<file path="config.mk">
export PLATFORM = sky130hd
export DESIGN_NAME = monster_unit
export DESIGN_NICKNAME = d
export VERILOG_FILES = /design/src/rtl/monster_unit.sv
export SDC_FILE = /design/constraint.sdc
export NUM_CORES = 1
export LEC_CHECK = 0
export BUFFER_PORTS_ARGS = -buffer_cell sky130_fd_sc_hd__buf_2
export CAP_MARGIN = 20
export CORE_ASPECT_RATIO = 1.75
export CORE_MARGIN = 2
export CORE_UTILIZATION = 60
export DETAILED_ROUTE_END_ITERATION = 12
export GPL_TIMING_DRIVEN = 0
export PLACE_DENSITY = 0.76
export SLEW_MARGIN = 10
export SYNTH_ARGS = -nofsm -noshare
export SYNTH_HDL_FRONTEND = slang
export SYNTH_SLANG_ARGS = --single-unit
</file>
<file path="constraint.sdc">
create_clock -name clk -period 8.1 [get_ports clk]
set_clock_uncertainty 0.2 [all_clocks]
set_input_delay 0.81 -clock clk [delete_from_list [all_inputs] [get_ports clk]]
set_output_delay 0.81 -clock clk [all_outputs]
set_load 0.01 [all_outputs]
</file>
<file path="src/rtl/monster_unit.sv">
`default_nettype none
// ============================================================================
// Module   : monster_unit
// Purpose  : One wandering arena monster: position/heading, multi-hit health,
//            hurt cooldown, death blink animation and a chase mode that steers
//            toward the player when within Manhattan range.
// Ports    : clk, rst            - clock, synchronous active-high reset
//            stage               - game stage (0, 0xE, 0xF = inactive)
//            wall_collision      - blocked flags [0]L [1]R [2]D [3]U
//            enable_weapon_collision, weapon_collision - hit qualifiers
//            player_h, player_v  - player position
//            rnd                 - per-instance random value
//            state               - sprite frame (0/1 walk, 2 hurt, 0xF hidden)
//            pos_h, pos_v        - monster position
//            direction           - 0 right, 1 left, 2 down, 3 up
//            hp, is_dead, hit_flash - health and status
// Revision : 1.0 - initial release
// ============================================================================
module monster_unit #(
   parameter int unsigned H_MIN        = 20,
   parameter int unsigned H_MAX        = 300,
   parameter int unsigned V_MIN        = 20,
   parameter int unsigned V_MAX        = 220,
   parameter int unsigned START_H      = 20,
   parameter int unsigned START_V      = 120,
   parameter int unsigned STEP         = 1,
   parameter int unsigned MOVE_DIV     = 1,
   parameter int unsigned TURN_PERIOD  = 50,
   parameter int unsigned HP           = 3,
   parameter int unsigned HIT_COOLDOWN = 16,
   parameter int unsigned DEATH_TICKS  = 50,
   parameter int unsigned ANIM_PERIOD  = 8,
   parameter int unsigned CHASE_RANGE  = 64
) (
   input  logic        clk,
   input  logic        rst,
   input  logic [3:0]  stage,
   input  logic [3:0]  wall_collision,
   input  logic        enable_weapon_collision,
   input  logic        weapon_collision,
   input  logic [9:0]  player_h,
   input  logic [9:0]  player_v,
   input  logic [12:0] rnd,
   output logic [3:0]  state,
   output logic [9:0]  pos_h,
   output logic [9:0]  pos_v,
   output logic [1:0]  direction,
   output logic [3:0]  hp,
   output logic        is_dead,
   output logic        hit_flash
);

   localparam logic [10:0] c_H_MIN      = 11'(H_MIN);
   localparam logic [10:0] c_H_MAX      = 11'(H_MAX);
   localparam logic [10:0] c_V_MIN      = 11'(V_MIN);
   localparam logic [10:0] c_V_MAX      = 11'(V_MAX);
   localparam logic [10:0] c_STEP       = 11'(STEP);
   localparam logic [9:0]  c_STEP10     = 10'(STEP);
   localparam logic [10:0] c_RANGE      = 11'(CHASE_RANGE);
   localparam logic [9:0]  c_START_H    = 10'(START_H);
   localparam logic [9:0]  c_START_V    = 10'(START_V);
   localparam logic [3:0]  c_HP         = 4'(HP);
   localparam logic [15:0] c_ANIM_LAST  = 16'(ANIM_PERIOD - 1);
   localparam logic [15:0] c_DIV_LAST   = 16'(MOVE_DIV - 1);
   localparam logic [15:0] c_TURN_LAST  = 16'(TURN_PERIOD - 1);
   localparam logic [15:0] c_COOL       = 16'(HIT_COOLDOWN);
   localparam logic [15:0] c_DEATH      = 16'(DEATH_TICKS);

   localparam logic [1:0]  c_RIGHT = 2'd0;
   localparam logic [1:0]  c_LEFT  = 2'd1;
   localparam logic [1:0]  c_DOWN  = 2'd2;
   localparam logic [1:0]  c_UP    = 2'd3;

   typedef enum logic [1:0] {
      S_WALK  = 2'd0,
      S_HURT  = 2'd1,
      S_DYING = 2'd2,
      S_DEAD  = 2'd3
   } fsm_t;

   fsm_t        r_fsm,   w_fsm_n;
   logic [9:0]  r_pos_h, w_pos_h_n;
   logic [9:0]  r_pos_v, w_pos_v_n;
   logic [1:0]  r_dir,   w_dir_n;
   logic [3:0]  r_hp,    w_hp_n;
   logic        r_dead,  w_dead_n;
   logic        r_flash, w_flash_n;
   logic [3:0]  r_state, w_state_n;
   logic [15:0] r_anim,  w_anim_n;
   logic [15:0] r_div,   w_div_n;
   logic [15:0] r_turn,  w_turn_n;
   logic [15:0] r_cd,    w_cd_n;
   logic [15:0] r_dc,    w_dc_n;

   // ------------------------------------------------------------------------
   // Combinational helpers
   // ------------------------------------------------------------------------
   logic        w_active;
   logic        w_hit;
   logic [10:0] w_ph, w_pv, w_pl_h, w_pl_v;
   logic [10:0] w_dh, w_dv, w_dist;
   logic        w_near;
   logic [3:0]  w_blk;
   logic        w_cur_blk;
   logic [10:0] w_sum_h, w_sum_v;
   logic [9:0]  w_right, w_left, w_down, w_up;
   logic [1:0]  w_hdir, w_vdir, w_prim, w_alt;
   logic [1:0]  w_chase_dir, w_turn_dir, w_new_dir;
   logic        w_turn_wrap;
   logic        w_unused;

   // Only the two low random bits pick headings.
   assign w_unused = ^rnd[12:2];

   assign w_active = (stage != 4'h0) && (stage != 4'hE) && (stage != 4'hF);
   assign w_hit    = enable_weapon_collision & weapon_collision & (r_fsm == S_WALK);

   assign w_ph   = {1'b0, r_pos_h};
   assign w_pv   = {1'b0, r_pos_v};
   assign w_pl_h = {1'b0, player_h};
   assign w_pl_v = {1'b0, player_v};
   assign w_dh   = (w_pl_h >= w_ph) ? (w_pl_h - w_ph) : (w_ph - w_pl_h);
   assign w_dv   = (w_pl_v >= w_pv) ? (w_pl_v - w_pv) : (w_pv - w_pl_v);
   assign w_dist = w_dh + w_dv;
   assign w_near = (w_dist <= c_RANGE);

   // A heading is blocked by its wall flag or by already sitting on the bound;
   // short of the bound the step is clamped instead of refused.
   assign w_blk[0] = wall_collision[1] | (w_ph >= c_H_MAX);
   assign w_blk[1] = wall_collision[0] | (w_ph <= c_H_MIN);
   assign w_blk[2] = wall_collision[2] | (w_pv >= c_V_MAX);
   assign w_blk[3] = wall_collision[3] | (w_pv <= c_V_MIN);
   assign w_cur_blk = w_blk[r_dir];

   assign w_sum_h = w_ph + c_STEP;
   assign w_sum_v = w_pv + c_STEP;
   assign w_right = (w_sum_h > c_H_MAX) ? c_H_MAX[9:0] : w_sum_h[9:0];
   assign w_down  = (w_sum_v > c_V_MAX) ? c_V_MAX[9:0] : w_sum_v[9:0];
   assign w_left  = (w_ph < (c_H_MIN + c_STEP)) ? c_H_MIN[9:0] : (r_pos_h - c_STEP10);
   assign w_up    = (w_pv < (c_V_MIN + c_STEP)) ? c_V_MIN[9:0] : (r_pos_v - c_STEP10);

   // Chase: dominant axis first (tie favours horizontal), fall back to the
   // other axis when the dominant heading is blocked.
   assign w_hdir = (w_pl_h > w_ph) ? c_RIGHT : c_LEFT;
   assign w_vdir = (w_pl_v > w_pv) ? c_DOWN  : c_UP;
   assign w_prim = (w_dh >= w_dv) ? w_hdir : w_vdir;
   assign w_alt  = (w_dh >= w_dv) ? w_vdir : w_hdir;

   always_comb begin
      w_chase_dir = w_prim;
      if (w_dist == 11'd0) begin
         w_chase_dir = r_dir;
      end else if (w_blk[w_prim]) begin
         w_chase_dir = w_alt;
      end
   end

   // A blocked heading always turns to a different one.
   assign w_turn_dir  = (rnd[1:0] == r_dir) ? (rnd[1:0] + 2'd1) : rnd[1:0];
   assign w_turn_wrap = (r_turn >= c_TURN_LAST);

   always_comb begin
      w_new_dir = r_dir;
      if (w_near) begin
         w_new_dir = w_chase_dir;
      end else if (w_cur_blk) begin
         w_new_dir = w_turn_dir;
      end else if (w_turn_wrap) begin
         w_new_dir = rnd[1:0];
      end
   end

   // ------------------------------------------------------------------------
   // Next-state / output logic
   // ------------------------------------------------------------------------
   always_comb begin
      w_fsm_n   = r_fsm;
      w_pos_h_n = r_pos_h;
      w_pos_v_n = r_pos_v;
      w_dir_n   = r_dir;
      w_hp_n    = r_hp;
      w_dead_n  = r_dead;
      w_flash_n = r_flash;
      w_state_n = r_state;
      w_anim_n  = r_anim;
      w_div_n   = r_div;
      w_turn_n  = r_turn;
      w_cd_n    = r_cd;
      w_dc_n    = r_dc;

      case (r_fsm)
         S_WALK: begin
            if (w_hit) begin
               w_anim_n = 16'd0;
               if (r_hp > 4'd1) begin
                  w_fsm_n   = S_HURT;
                  w_hp_n    = r_hp - 4'd1;
                  w_flash_n = 1'b1;
                  w_state_n = 4'h2;
                  w_cd_n    = c_COOL;
               end else begin
                  w_fsm_n   = S_DYING;
                  w_hp_n    = 4'd0;
                  w_dead_n  = 1'b1;
                  w_state_n = 4'h1;
                  w_dc_n    = c_DEATH;
               end
            end else begin
               // Walk frame: the hidden frame after reset becomes frame 0
               // immediately, then frames alternate every ANIM_PERIOD cycles.
               if (r_state == 4'hF) begin
                  w_state_n = 4'h0;
                  w_anim_n  = 16'd0;
               end else if (r_anim >= c_ANIM_LAST) begin
                  w_anim_n  = 16'd0;
                  w_state_n = {3'b000, ~r_state[0]};
               end else begin
                  w_anim_n  = r_anim + 16'd1;
               end

               if (r_div >= c_DIV_LAST) begin
                  w_div_n = 16'd0;
                  if (!w_cur_blk) begin
                     case (r_dir)
                        c_RIGHT: w_pos_h_n = w_right;
                        c_LEFT:  w_pos_h_n = w_left;
                        c_DOWN:  w_pos_v_n = w_down;
                        default: w_pos_v_n = w_up;
                     endcase
                  end
                  w_dir_n = w_new_dir;
                  // The turn counter also restarts once it reaches the period,
                  // even when chase overrode the forced turn.
                  if ((w_new_dir != r_dir) || w_turn_wrap) begin
                     w_turn_n = 16'd0;
                  end else begin
                     w_turn_n = r_turn + 16'd1;
                  end
               end else begin
                  w_div_n = r_div + 16'd1;
               end
            end
         end

         S_HURT: begin
            // Loaded with HIT_COOLDOWN; the cycle that would count it to zero
            // is the last HURT cycle.
            if (r_cd <= 16'd1) begin
               w_fsm_n   = S_WALK;
               w_cd_n    = 16'd0;
               w_flash_n = 1'b0;
               w_state_n = 4'h0;
               w_anim_n  = 16'd0;
            end else begin
               w_cd_n = r_cd - 16'd1;
            end
         end

         S_DYING: begin
            if (r_dc <= 16'd1) begin
               w_fsm_n   = S_DEAD;
               w_dc_n    = 16'd0;
               w_state_n = 4'hF;
            end else begin
               w_dc_n = r_dc - 16'd1;
               if (r_anim >= c_ANIM_LAST) begin
                  w_anim_n  = 16'd0;
                  w_state_n = (r_state == 4'h1) ? 4'hF : 4'h1;
               end else begin
                  w_anim_n  = r_anim + 16'd1;
               end
            end
         end

         S_DEAD: begin
            w_state_n = 4'hF;
         end

         default: begin
            w_fsm_n = S_WALK;
         end
      endcase
   end

   // ------------------------------------------------------------------------
   // State register; an inactive stage behaves exactly like reset.
   // ------------------------------------------------------------------------
   always_ff @(posedge clk) begin
      if (rst || !w_active) begin
         r_fsm   <= S_WALK;
         r_pos_h <= c_START_H;
         r_pos_v <= c_START_V;
         r_dir   <= c_RIGHT;
         r_hp    <= c_HP;
         r_dead  <= 1'b0;
         r_flash <= 1'b0;
         r_state <= 4'hF;
         r_anim  <= 16'd0;
         r_div   <= 16'd0;
         r_turn  <= 16'd0;
         r_cd    <= 16'd0;
         r_dc    <= 16'd0;
      end else begin
         r_fsm   <= w_fsm_n;
         r_pos_h <= w_pos_h_n;
         r_pos_v <= w_pos_v_n;
         r_dir   <= w_dir_n;
         r_hp    <= w_hp_n;
         r_dead  <= w_dead_n;
         r_flash <= w_flash_n;
         r_state <= w_state_n;
         r_anim  <= w_anim_n;
         r_div   <= w_div_n;
         r_turn  <= w_turn_n;
         r_cd    <= w_cd_n;
         r_dc    <= w_dc_n;
      end
   end

   assign state     = r_state;
   assign pos_h     = r_pos_h;
   assign pos_v     = r_pos_v;
   assign direction = r_dir;
   assign hp        = r_hp;
   assign is_dead   = r_dead;
   assign hit_flash = r_flash;

endmodule
`default_nettype wire

</file>
Yosys cells after proc, flatten, opt, wreduce, memory -nomap -nowiden
Cells that the tools add are included.
Word-level totals
  output and inout bits: 32
  register bits after elaboration: 114
  logic and storage cells: 164
Operators by class
  mux-type cells: 57
  bitwise gates (word level): 11
  $lt $le $gt $ge: 22
  equality and inequality tests: 19
  $add $sub $neg: 16
  reductions and logical operators: 26
Operators with widths (number)
  16-bit two-way mux: 13
  16-bit case mux with 2 select lines: 2
  16-bit by 1-bit adder with 16-bit output, second input constant: 3
  16-bit case mux with 3 select lines: 1
  10-bit by 10-bit subtractor with 11-bit output: 4
  10-bit two-way mux: 4
  10-bit case mux with 2 select lines: 2
  16-bit by 1-bit less-or-equal comparator with 1-bit output, second input constant: 2
  4-bit two-way mux: 8
  16-bit by 1-bit subtractor with 16-bit output, second input constant: 2
  2-bit two-way mux: 13
  10-bit by 1-bit adder with 11-bit output, second input constant: 2
  11-bit two-way mux: 2
  10-bit >= comparator: 2
  10-bit greater-than comparator: 2
  10-bit by 5-bit less-or-equal comparator with 1-bit output, second input constant: 2
  10-bit by 5-bit less-than comparator with 1-bit output, second input constant: 2
  10-bit by 1-bit subtractor with 10-bit output, second input constant: 2
  3-bit AND reduction: 6
  16-bit by 1-bit >= comparator with 1-bit output, second input constant: 1
  16-bit by 3-bit >= comparator with 1-bit output, second input constant: 1
  16-bit by 6-bit >= comparator with 1-bit output, second input constant: 1
  4-bit case mux with 4 select lines: 1
  11-bit adder: 1
  40 further kinds: 72

Logic depth before layout (Yosys ltp)
Gate-level depths: netlist (run 1).
  word-level depth: 12
  mapped depth: 26
  gate-level depth less buffers: 23

Worst setup path after synthesis (run 1)
Ideal clock, no wire load.
  kind: input-to-reg
  start point: in player_v[6]
  end point: reg r_turn[9]
  stages on the path: 24
  setup time: 0.062 ns
  required time: 7.838 ns
  data arrival time: 5.571 ns
  buffers on the path: 2
  slack: 2.267 ns
  cells stage by stage: inv_1 ha_1 clkbuf_1 nand3_1 or3_1 a21o_1 and3_1 o311ai_1 o221ai_1 a221oi_1 o22ai_1 xor2_1 ha_1 nand2b_1 a21o_1 a21oi_1 a31oi_1 o21ai_1 a221o_1 a2111o_1 a22oi_2 o21ai_2 buf_6 nor2_2
Between the ends
  longest elaborated chain between the ends: 12
  elaborated cells on any way between the ends: 20
  classes of those cells: 3 x add/sub; 4 x order compare; 1 x eq/ne; 10 x mux; 2 x reduce/logical
Ends and longest elaborated chain
  from (decl): RTL line 42  | input logic [9:0] player_v,
  parallel branches: the longest is 8 deep, another holds 10-bit by 10-bit subtractor with 11-bit output
  2-bit two-way mux *: RTL line 164  | if (w_near) begin
  2-bit inequality test *: RTL line 234  | if ((w_new_dir != r_dir) || w_turn_wrap) begin
  1-bit logical OR *: RTL line 234
  16-bit two-way mux *: RTL line 234
  to (signal assigned): RTL line 314  | r_turn <= w_turn_n;
  to (decl): RTL line 91  | logic [15:0] r_turn, w_turn_n;
Mark *: on every way between the ends. The select of a mux whose other input is x is not followed.
A chain may end at the register's enable or synchronous reset.

Worst setup path after layout (run 1)
  start point: reg r_pos_h[5], in the netlist pos_h[5]
  end point: reg r_turn[11]
Between the ends
  longest elaborated chain between the ends: 12
  elaborated cells on any way between the ends: 27
  classes of those cells: 3 x add/sub; 6 x order compare; 1 x eq/ne; 13 x mux; 2 x bitwise; 2 x reduce/logical
Ends and longest elaborated chain
  from (decl): RTL line 82  | logic [9:0] r_pos_h, w_pos_h_n;
  from (signal assigned): RTL line 291  | r_pos_h <= c_START_H;
  from (signal assigned): RTL line 305  | r_pos_h <= w_pos_h_n;
  parallel branches: the longest is 8 deep, another holds 10-bit by 10-bit subtractor with 11-bit output
  2-bit two-way mux *: RTL line 164
  2-bit inequality test *: RTL line 234
  1-bit logical OR *: RTL line 234
  16-bit two-way mux *: RTL line 234
Marks and branches as above.

==> results of run 1 <==
## metal layers
metal  track usage, %  up-vias  wire, um
met4             16.2        0      1160
met3             4.01       76       848
li1                 -     4167         -
met1             29.4     3935      8370
met2             56.6      239     12000
met5                0        -         0
## power groups by stage
stage / registers [mW] / clock network (mW) / logic (mW)
finish: 0.630 / 0.424 / 1.47
detailed placement: 0.639 / 0 / 1.44
CTS: 0.629 / 0.434 / 1.45
global placement: 0.638 / 0 / 1.42
global route: 0.643 / 0.451 / 1.62
floorplan: 0.633 / 0 / 1.10
## synthesized netlist by cell type (all sizes together), types with 5 or more instances
library cell | instances | area share (%)
nand3b | 7 | 0.63
or3 | 14 | 1.0
o21bai | 5 | 0.45
nor2 | 132 | 6.3
nand2 | 89 | 4.0
nor4 | 21 | 1.8
clkbuf | 35 | 1.6
and3 | 17 | 1.3
or4 | 5 | 0.49
nand3 | 35 | 2.2
o211ai | 10 | 0.90
nand2b | 11 | 0.85
ha | 80 | 12
a221oi | 6 | 0.63
dfxtp | 97 | 23
buf | 9 | 0.72
a21o | 24 | 2.2
xnor2 | 38 | 4.0
fa | 5 | 1.2
a211oi | 13 | 1.2
nor2b | 11 | 0.82
a21oi | 96 | 5.8
or2 | 5 | 0.37
a31oi | 15 | 1.1
o22ai | 10 | 0.75
xor2 | 28 | 2.9
o21ai | 77 | 4.7
inv | 85 | 3.8
mux2i | 17 | 2.0
nand4 | 17 | 1.3
nor3 | 34 | 2.0
## kinds of logic (layout without fill, tap and decap cells)
logic type / after synthesis / after routing / synth area share, %
DFF: 97 / 97 / 23.3
AOI/OAI and AO/OA: 315 / 315 / 24.1
adders and majority gates: 85 / 85 / 13.2
and+or+nand+nor: 410 / 410 / 24.2
buffers and inverters: 130 / 212 / 6.19
muxes: 18 / 18 / 2.17
xor gates and xnor gates: 66 / 66 / 6.92
## path summary, 6_finish.rpt
kind | from | endpoint | slack, ps
worst min-delay path | hit_flash | hit_flash | 250
worst max register to register | pos_h[5] | r_turn[11] | 1340
worst max-delay path | pos_h[5] | r_turn[11] | 1340
worst min register to register | hit_flash | hit_flash | 250
## state kept, by name, indices dropped and copies added (netlist names)
register,flops
direction,2
hit_flash,1
pos_h,10
r_fsm,2
r_turn,16
pos_v,10
hp,4
is_dead,1
r_dc,16
r_anim,16
state,3
r_cd,16
## tightest hold or removal path, cell delays in order, from the launching register on
cell and delay (ps):
dfxtp_1 310, nand2_1 60, nand2_1 50
## through the flow
step,worst slack (ps),hold slack (ps)
after floorplan,2270,239
after global placement,1450,229
after detailed placement,1350,251
after CTS,1540,262
after global routing,917,275
final,1340,254
## cell type report
cell class                      count  area (um^2)  share of cell area [%]
Timing Repair Buffer               66          333                    3.62
Buffer                             44          194                    2.11
Inverter                           86          323                    3.51
Multi-Input combinational cell    894         5890                    64.0
Sequential cell                    97         1940                    21.1
Tap cell                          177          221                    2.41
Clock buffer                       10          239                    2.60
Clock inverter                      6         57.6                   0.625
## placed cells by master (no fill, tap or decap), types with 33 or more instances in the layout
cell type  count
nor2_1       121
dfxtp_1       97
a21oi_1       95
nand2_1       88
inv_1         85
ha_1          80
buf_2         71
o21ai_0       70
xnor2_1       38
nand3_1       34
nor3_1        34
clkbuf_1      33
==> flow_summary.toml, run 1 <==
[worst_setup_path]
cpLargestDelayFamily = "compound AO/OA/AOI/OAI gates"
worstPathCellList = "clkbuf_1 -> inv_1 -> ha_1 -> a21oi_1 -> o21ai_0 -> a21oi_1 -> nand2_1 -> a21o_1 -> clkbuf_1 -> clkbuf_1 -> mux2i_1 -> xor2_1 -> ha_1 -> nand3_1 -> o211ai_1 -> xor2_1 -> nor4_1 -> o22ai_1 -> or2_2 -> a31oi_1 -> a22oi_2 -> o21ai_2 -> buf_6 -> nor2_2"
crit_path_max_fanout = 10
cp.arrival_ps = 6790
crit_path_end_kind = "register"
cp_data_required_time_ps = 8140
path_depth = 24
cp_slowest_cell = "nor4_1"
cp_num_buf_inv = 5
crit_top_cell = "clkbuf_1"
startpoint_type = "register"
critPathKind = "register to register"
critPathMaxStageDelay_ps = 670
worstRegToRegCells = 24

[routing]
num_vias = 8417
drt_pre_antenna_iters = 7
routedWlPerCell_um = 16.2
drtAntennaViolNets = 0
drc_errors = 0
routed_wl_um = 22400
drtIter0Drc = 473
via_per_inst = 6.10

[floorplan]
num_io_pins = 77
fp.dieH_um = 160
core_area_um2 = 13800
die_area_um2 = 14900
die_width_um = 93.2
fp-row-count = 57
start_util_pct = 60.7

[sta]
worstMarginPinSlew_ps = 829
setup_violations = 0
grt_setup_unrepaired = "false"
min_period_ps = 6760
hold_violations = 0
fmax_mhz = 148
period_share_pct = 83.4
final.setup.tns_ps = 0
slew-limit-headroom_pct = 44.7
drv_slew = 0

[finish]
postLayoutCoreUtil_pct = 66.9
area_delta_synth_final_pct = 10.2
design_area_um2 = 9200
nets = 1328
drive_gt1_share_pct = 10.1
diodes = 0
fillers = 1276
fin_cells = 1380

[cts]
clkTransAtPathRegs_ps = 70
cts_root_buf = "clkbuf_16"
cts_sinks = 97
post_cts_buffers = 0
ctsHoldBuffers = 0
numCtsBuffers = 9
insertion_delay_ps = 340
clockBufferDepth = 2
post_cts_resized = 0
cts_max_level = 3
cts_tree = "yes"

[global_route]
gr-total-overflow = 0
grt_pass1_vias = 8045
antenna_found_initial = 1
grt_max_degree = 19
grt_pass1_wl_um = 36300
track_usage_pct = 29.5

[placement]
dp.cells = 1364
place.gp.congestion = 0.951
placed_area_um2 = 8910
post-dp-hpwl_um = 17500
portBuffers = 65

[yosys]
synth_nets = 1251
avgSynthCellArea_um2 = 7.45
synth_ff_type = "dfxtp_1"
syn_area_um2 = 8350
yosysUniqueCellTypes = 82
synthArstFlopShare_pct = 0
ys_ff_latch = 97
synth_edf_count = 0
ys_seq_area_share_pct = 23.3
yosys_warnings = 0
syn_inst = 1121

[pwr]
ir_worst_vdd_uv = 195
total_power_mw = 2.52
swShare_pct = 47.3
p_comb_share_pct = 58.1
p_clk_share_pct = 16.8
pwr-share-seq_pct = 25.0
p_per_area_nw_per_um2 = 274
power.switching_mw = 1.19
internal-power_mw = 1.33
leakage_nw = 3.94

[hold_path]
hold_depth = 2
min_path_type = "register to register"

[run_status]
status = "complete, no violations"

[job]
drv_cap = 0
Note: power is estimated with default switching activity, not from simulation.
==> run 2, diff against run 1 <==
--- a/config.mk
+++ b/config.mk
@@ -5,14 +5,15 @@
 export SDC_FILE = /design/constraint.sdc
 export NUM_CORES = 1
 export LEC_CHECK = 0
+export ABC_AREA = 1
 export BUFFER_PORTS_ARGS = -buffer_cell sky130_fd_sc_hd__buf_2
 export CAP_MARGIN = 20
 export CORE_ASPECT_RATIO = 1.75
 export CORE_MARGIN = 2
-export CORE_UTILIZATION = 60
+export CORE_UTILIZATION = 55
 export DETAILED_ROUTE_END_ITERATION = 12
 export GPL_TIMING_DRIVEN = 0
-export PLACE_DENSITY = 0.76
+export PLACE_DENSITY = 0.74
 export SLEW_MARGIN = 10
 export SYNTH_ARGS = -nofsm -noshare
 export SYNTH_HDL_FRONTEND = slang
==> constraint.sdc (replaced) <==
create_clock -name clk -period 5.5 [get_ports clk]
set_clock_uncertainty 0.2 [all_clocks]
set_input_delay 0.55 -clock clk [delete_from_list [all_inputs] [get_ports clk]]
set_output_delay 0.55 -clock clk [all_outputs]
set_load 0.01 [all_outputs]
==> run 2 against run 1 <==
Effect of this change: first-iteration DRC count down 4.4%; register-to-register slack got worse by 910 ps; synthesized cell count is 12% higher; non-clock buffer count is 18 lower; die area grew 6.7%; fmax up 33%; via count down 2.1%; global-route usage decreased by 2.0 points; combinational power rose by 110%; cell count up 10%.
==> flow_summary.toml, run 2 <==
[sta]
min_period_ps = 5070
setup_violations = 0
hold_violations = 0
slew-limit-headroom_pct = 49.1
grt_setup_unrepaired = "false"
whs_ps = 240
fmax_mhz = 197
final.setup.tns_ps = 0
period_share_pct = 92.2
drv_slew = 0
worstMarginPinSlew_ps = 744

[yosys]
syn_area_um2 = 8180
synthArstFlopShare_pct = 0
synth_edf_count = 0
avgSynthCellArea_um2 = 6.51
ys_top_cells_by_area = "dfxtp_1, ha_1, nand2_1, inv_1, nor2_1"
yosysUniqueCellTypes = 55
synth_ff_type = "dfxtp_1"
syn_inst = 1257
ys_seq_area_share_pct = 23.7
synth_area_leader_cell = "dfxtp_1"
ys_ff_latch = 97
yosys_warnings = 0
yosys-top-cells-count = "nand2_1, inv_1, nor2_1"
netlist.area_leader.share_pct = 23.7
synth.most_common_cell = "nand2_1"
synth_nets = 1387

[worst_setup_path]
cp_slowest_cell = "dfxtp_1"
startpoint_type = "register"
critPathKind = "register to register"
setup.reg_to_reg.worst_slack_ps = 430
cpLargestDelayFamily = "simple AND/OR/NAND/NOR gates"
r2r_end = "r_turn[2]"
crit_path_end_kind = "register"
cp_data_required_time_ps = 5530
r2r-start = "pos_v[2]"
cp.arrival_ps = 5100
crit_top_cell = "nand2_1"
worstRegToRegCells = 37
cp_num_buf_inv = 8
crit_path_max_fanout = 10
critPathMaxStageDelay_ps = 440

[floorplan]
start_util_pct = 55.7
die_width_um = 96.2
fp.dieH_um = 165
core_area_um2 = 14700
fp-row-count = 59
die_area_um2 = 15900
num_io_pins = 77

[job]
drv_cap = 0

[cts]
numCtsBuffers = 9
insertion_delay_ps = 340
clockBufferDepth = 2
cts_root_buf = "clkbuf_16"
cts_tree = "yes"
ctsHoldBuffers = 0
cts_sinks = 97
cts_max_level = 3
clkTransAtPathRegs_ps = 60

[routing]
drt_pre_antenna_iters = 5
drtAntennaViolNets = 0
routed_wl_um = 21400
via_per_inst = 5.42
routedWlPerCell_um = 14.1
drtIter0Drc = 452
num_vias = 8237
drc_errors = 0

[global_route]
gr-total-overflow = 0
antenna_found_initial = 0
track_usage_pct = 27.4
grt_max_degree = 15
grt_pass1_wl_um = 34800
grt_pass1_vias = 7777

[finish]
diodes = 0
area_delta_synth_final_pct = 10.5
fillers = 1487
fin_cells = 1521
final_common_cell = "nand2_1"
final_cell_mix = "nand2_1, inv_1, nor2_1"
nets = 1463
drive_gt1_share_pct = 9.94

[placement]
dp.cells = 1505
portBuffers = 65
place.gp.congestion = 0.938
post-dp-hpwl_um = 17200

[hold_path]
min_path_type = "register to register"
hold_depth = 2
whs_endpoint = "r_anim[15]"
min_from = "r_anim[15]"

[pwr]
p_per_area_nw_per_um2 = 516
ir_worst_vdd_uv = 306
leakage_nw = 4.58

[run_status]
status = "complete, no violations"
-- run 2: cell types whose count changed in the layout (fill, tap and decap cells not counted), moves of 14 or more --
cell,change
a21o_1,-21
a21oi_1,-29
and3_1,-16
clkbuf_1,-16
inv_1,+121
nand2_1,+164
nand3_1,+22
nor2_1,+31
xnor2_1,-19
xor2_1,+14
-- run 2: per-layer routing --
layer / track usage (%) / share of wire, % / vias up
li1: - / - / 4211
met1: 29.0 / 38 / 3752
met2: 52.0 / 54 / 200
met3: 2.09 / 2.9 / 74
met5: 0 / 0 / -
met4: 14.7 / 5.0 / 0
-- run 2: cells by family (layout without fill, tap and decap cells) --
| family | after synthesis | after routing | synth area share [%] |
|---|---|---|---|
| compound gates | 207 | 207 | 14.8 |
| simple gates | 557 | 557 | 29.2 |
| flops | 97 | 97 | 23.7 |
| xor+xnor | 63 | 63 | 6.83 |
| fa+ha+maj | 85 | 85 | 13.5 |
| mux | 4 | 4 | 0.489 |
| buf+inv | 244 | 325 | 11.5 |
-- run 2: how the worst max path moves through the flow --
stage                     start        end  slack, ps  depth (start not counted)
detailed placement  player_h[8]  r_turn[3]        120                         34
floorplan           player_h[3]  r_turn[0]       1200                         34
global placement    player_h[8]  r_turn[4]        160                         34
finish                 pos_v[2]  r_turn[2]        430                         37
CTS                    pos_v[2]  r_turn[2]        260                         37
global route           pos_h[8]  r_turn[1]          7                         38
-- run 2: power breakdown --
part           switching, mW  total, mW  internal, mW
clock                  0.257      0.589         0.331
sequential             0.135      0.956         0.822
combinational           2.04       3.13          1.08
-- run 2: worst min-delay path: stages (launching register included) --
cell and delay [ps]:
dfxtp_1 310, nand2_1 60, nor2_1 30
-- run 2: repair_timing --
item                                   CTS  global route
setup endpoints to repair                0             7
resized for setup                        0            16
endpoints found under the hold margin    0             0
buffers inserted                         0             0
-- run 2: per-stage QoR --
| stage | total power, mW | worst slack (ps) | util, % | cell area, um^2 |
|---|---|---|---|---|
| detailed placement | 4.02 | 118 | 59.5 | 8740 |
| CTS | 4.63 | 259 | 61.4 | 9010 |
| global route | 5.15 | 7.35 | 61.6 | 9050 |
| global placement | 3.98 | 156 | 59.5 | 8740 |
| floorplan | 3.30 | 1200 | - | 8180 |
| finish | 4.67 | 432 | 61.6 | 9050 |
-- run 2: layout make-up --
cell class              instances  area [um^2]  share of cell area [%]
multi-input cells             916         5330                    58.9
repair buffers                 65          325                    3.60
plain buffers                  27          133                    1.47
clock inverters                 2         12.5                   0.138
clock buffers                  14          264                    2.92
well taps                     183          229                    2.53
inverters                     217          815                    9.00
flip-flops and latches         97         1940                    21.5
==> run 3, diff against run 2 <==
--- a/config.mk
+++ b/config.mk
@@ -8,7 +8,6 @@
 export ABC_AREA = 1
 export BUFFER_PORTS_ARGS = -buffer_cell sky130_fd_sc_hd__buf_2
 export CAP_MARGIN = 20
-export CORE_ASPECT_RATIO = 1.75
 export CORE_MARGIN = 2
 export CORE_UTILIZATION = 55
 export DETAILED_ROUTE_END_ITERATION = 12
==> run 3 against run 2 <==
Effect of this change: core utilization up 0.66 points; die area down 0.24%; count of clock-buffer cells in the layout down 3; combinational power down 2%; sequential power about the same; fmax up 1.6%; global-route usage down 1.7 points; sequential cell count unchanged; cell area unchanged; critical path depth down 1.
==> flow_summary.toml, run 3 (synthesized netlist as in run 2, its figures left out) <==
[run_status]
status = "complete, no violations"

[sta]
min_period_ps = 4990
period_share_pct = 90.7
worst_slack_ps = 512
grt_setup_unrepaired = "false"
setup_violations = 0
final.setup.tns_ps = 0
worstMarginPinSlew_ps = 871
fmax_mhz = 200
slew-limit-headroom_pct = 40.4
hold_violations = 0
drv_slew = 0
whs_ps = 238

[routing]
routed_wl_um = 20100
drt_pre_antenna_iters = 5
drtIter0Drc = 626
routedWlPerCell_um = 13.2
drtAntennaViolNets = 0
via_per_inst = 5.31
num_vias = 8083
drc_errors = 0

[placement]
pre_cts_ws_ps = 279
post-dp-hpwl_um = 16100
place.gp.congestion = 0.941
portBuffers = 65

[cts]
numCtsBuffers = 9
clkTransAtPathRegs_ps = 70
cts_tree = "yes"
post_cts_buffers = 0
insertion_delay_ps = 350
cts_max_level = 3
cts_root_buf = "clkbuf_16"
cts_sinks = 97
clockBufferDepth = 2

[global_route]
grt_max_degree = 16
gr-total-overflow = 0
grt_pass1_wl_um = 34500
track_usage_pct = 25.7
grt_pass1_vias = 7559
antenna_found_initial = 1

[pwr]
pwr-share-seq_pct = 20.6
ir_worst_vdd_uv = 293
total_power_mw = 4.65
p_clk_share_pct = 13.6
power.switching_mw = 2.40
p_comb_share_pct = 65.9
swShare_pct = 51.5
internal-power_mw = 2.25
p_per_area_nw_per_um2 = 514
leakage_nw = 4.58

[hold_path]
min_path_type = "register to register"
hold_depth = 2

[floorplan]
fp.dieH_um = 126
core_area_um2 = 14500
die_area_um2 = 15900
start_util_pct = 56.3
die_width_um = 126
num_io_pins = 77
fp-row-count = 44

[worst_setup_path]
cp.arrival_ps = 5020
cp_slowest_cell = "ha_1"
cpLargestDelayFamily = "simple AND/OR/NAND/NOR gates"
critPathKind = "register to register"
critPathMaxStageDelay_ps = 420
startpoint_type = "register"
crit_path_end_kind = "register"
crit_top_cell = "nand2_1"
crit_path_max_fanout = 10
cp_data_required_time_ps = 5530
worstRegToRegCells = 36
cp_num_buf_inv = 6
path_depth = 36

[finish]
nets = 1463
area_delta_synth_final_pct = 10.5
final_common_cell = "nand2_1"
drive_gt1_share_pct = 9.65
fillers = 1436
final_cell_mix = "nand2_1, inv_1, nor2_1"
postLayoutCoreUtil_pct = 62.3

[job]
drv_cap = 0
-- run 3: layer usage --
layer / vias to the layer above / part of all wire, % / track usage [%]
li1: 4210 / - / -
met1: 3643 / 46 / 33.6
met2: 194 / 47 / 43.9
met3: 36 / 4.1 / 2.93
met4: 0 / 3.0 / 9.24
met5: - / 0 / 0
-- run 3: final timing paths --
kind,from,endpoint,slack [ps]
setup / recovery,pos_h[8],r_turn[1],510
hold / removal,r_anim[11],r_anim[11],240
hold reg to reg,r_anim[11],r_anim[11],240
setup reg to reg,pos_h[8],r_turn[1],510
-- run 3: tightest hold or removal path, delay by kind of cell (launching register included) --
family / cells / cell delay, ps
simple gates: 2 / 90
flops: 1 / 310
-- run 3: final cells by class --
type	count	area (um^2)	area share (%)
Antenna cell	1	2.50	0.0277
Buffer	27	126	1.40
Clock buffer	11	243	2.68
Clock inverter	4	53.8	0.595
Inverter	217	815	9.00
Multi-Input combinational cell	916	5310	58.7
Sequential cell	97	1940	21.5
Tap cell	184	230	2.54
Timing Repair Buffer	65	325	3.60
-- run 3: power groups by stage --
stage	clock (mW)	sequential (mW)	combinational (mW)
2_1_floorplan	0	0.956	2.35
3_3_place_gp	0	0.965	2.96
3_5_place_dp	0	0.968	3.00
4_1_cts	0.643	0.954	3.03
5_1_grt	0.680	0.974	3.48
6_report	0.630	0.956	3.06
-- run 3: stage by stage --
stage	std cells	area (um^2)
after detailed placement	1506	8740
final	1522	9050
after CTS	1521	9040
after floorplan	1257	8180
after global placement	1506	8740
after global routing	1521	9040
-- run 3: what timing repair did --
item,CTS,global route
endpoints found under the setup margin,0,6
hold buffers,0,0
gates resized for setup,0,4
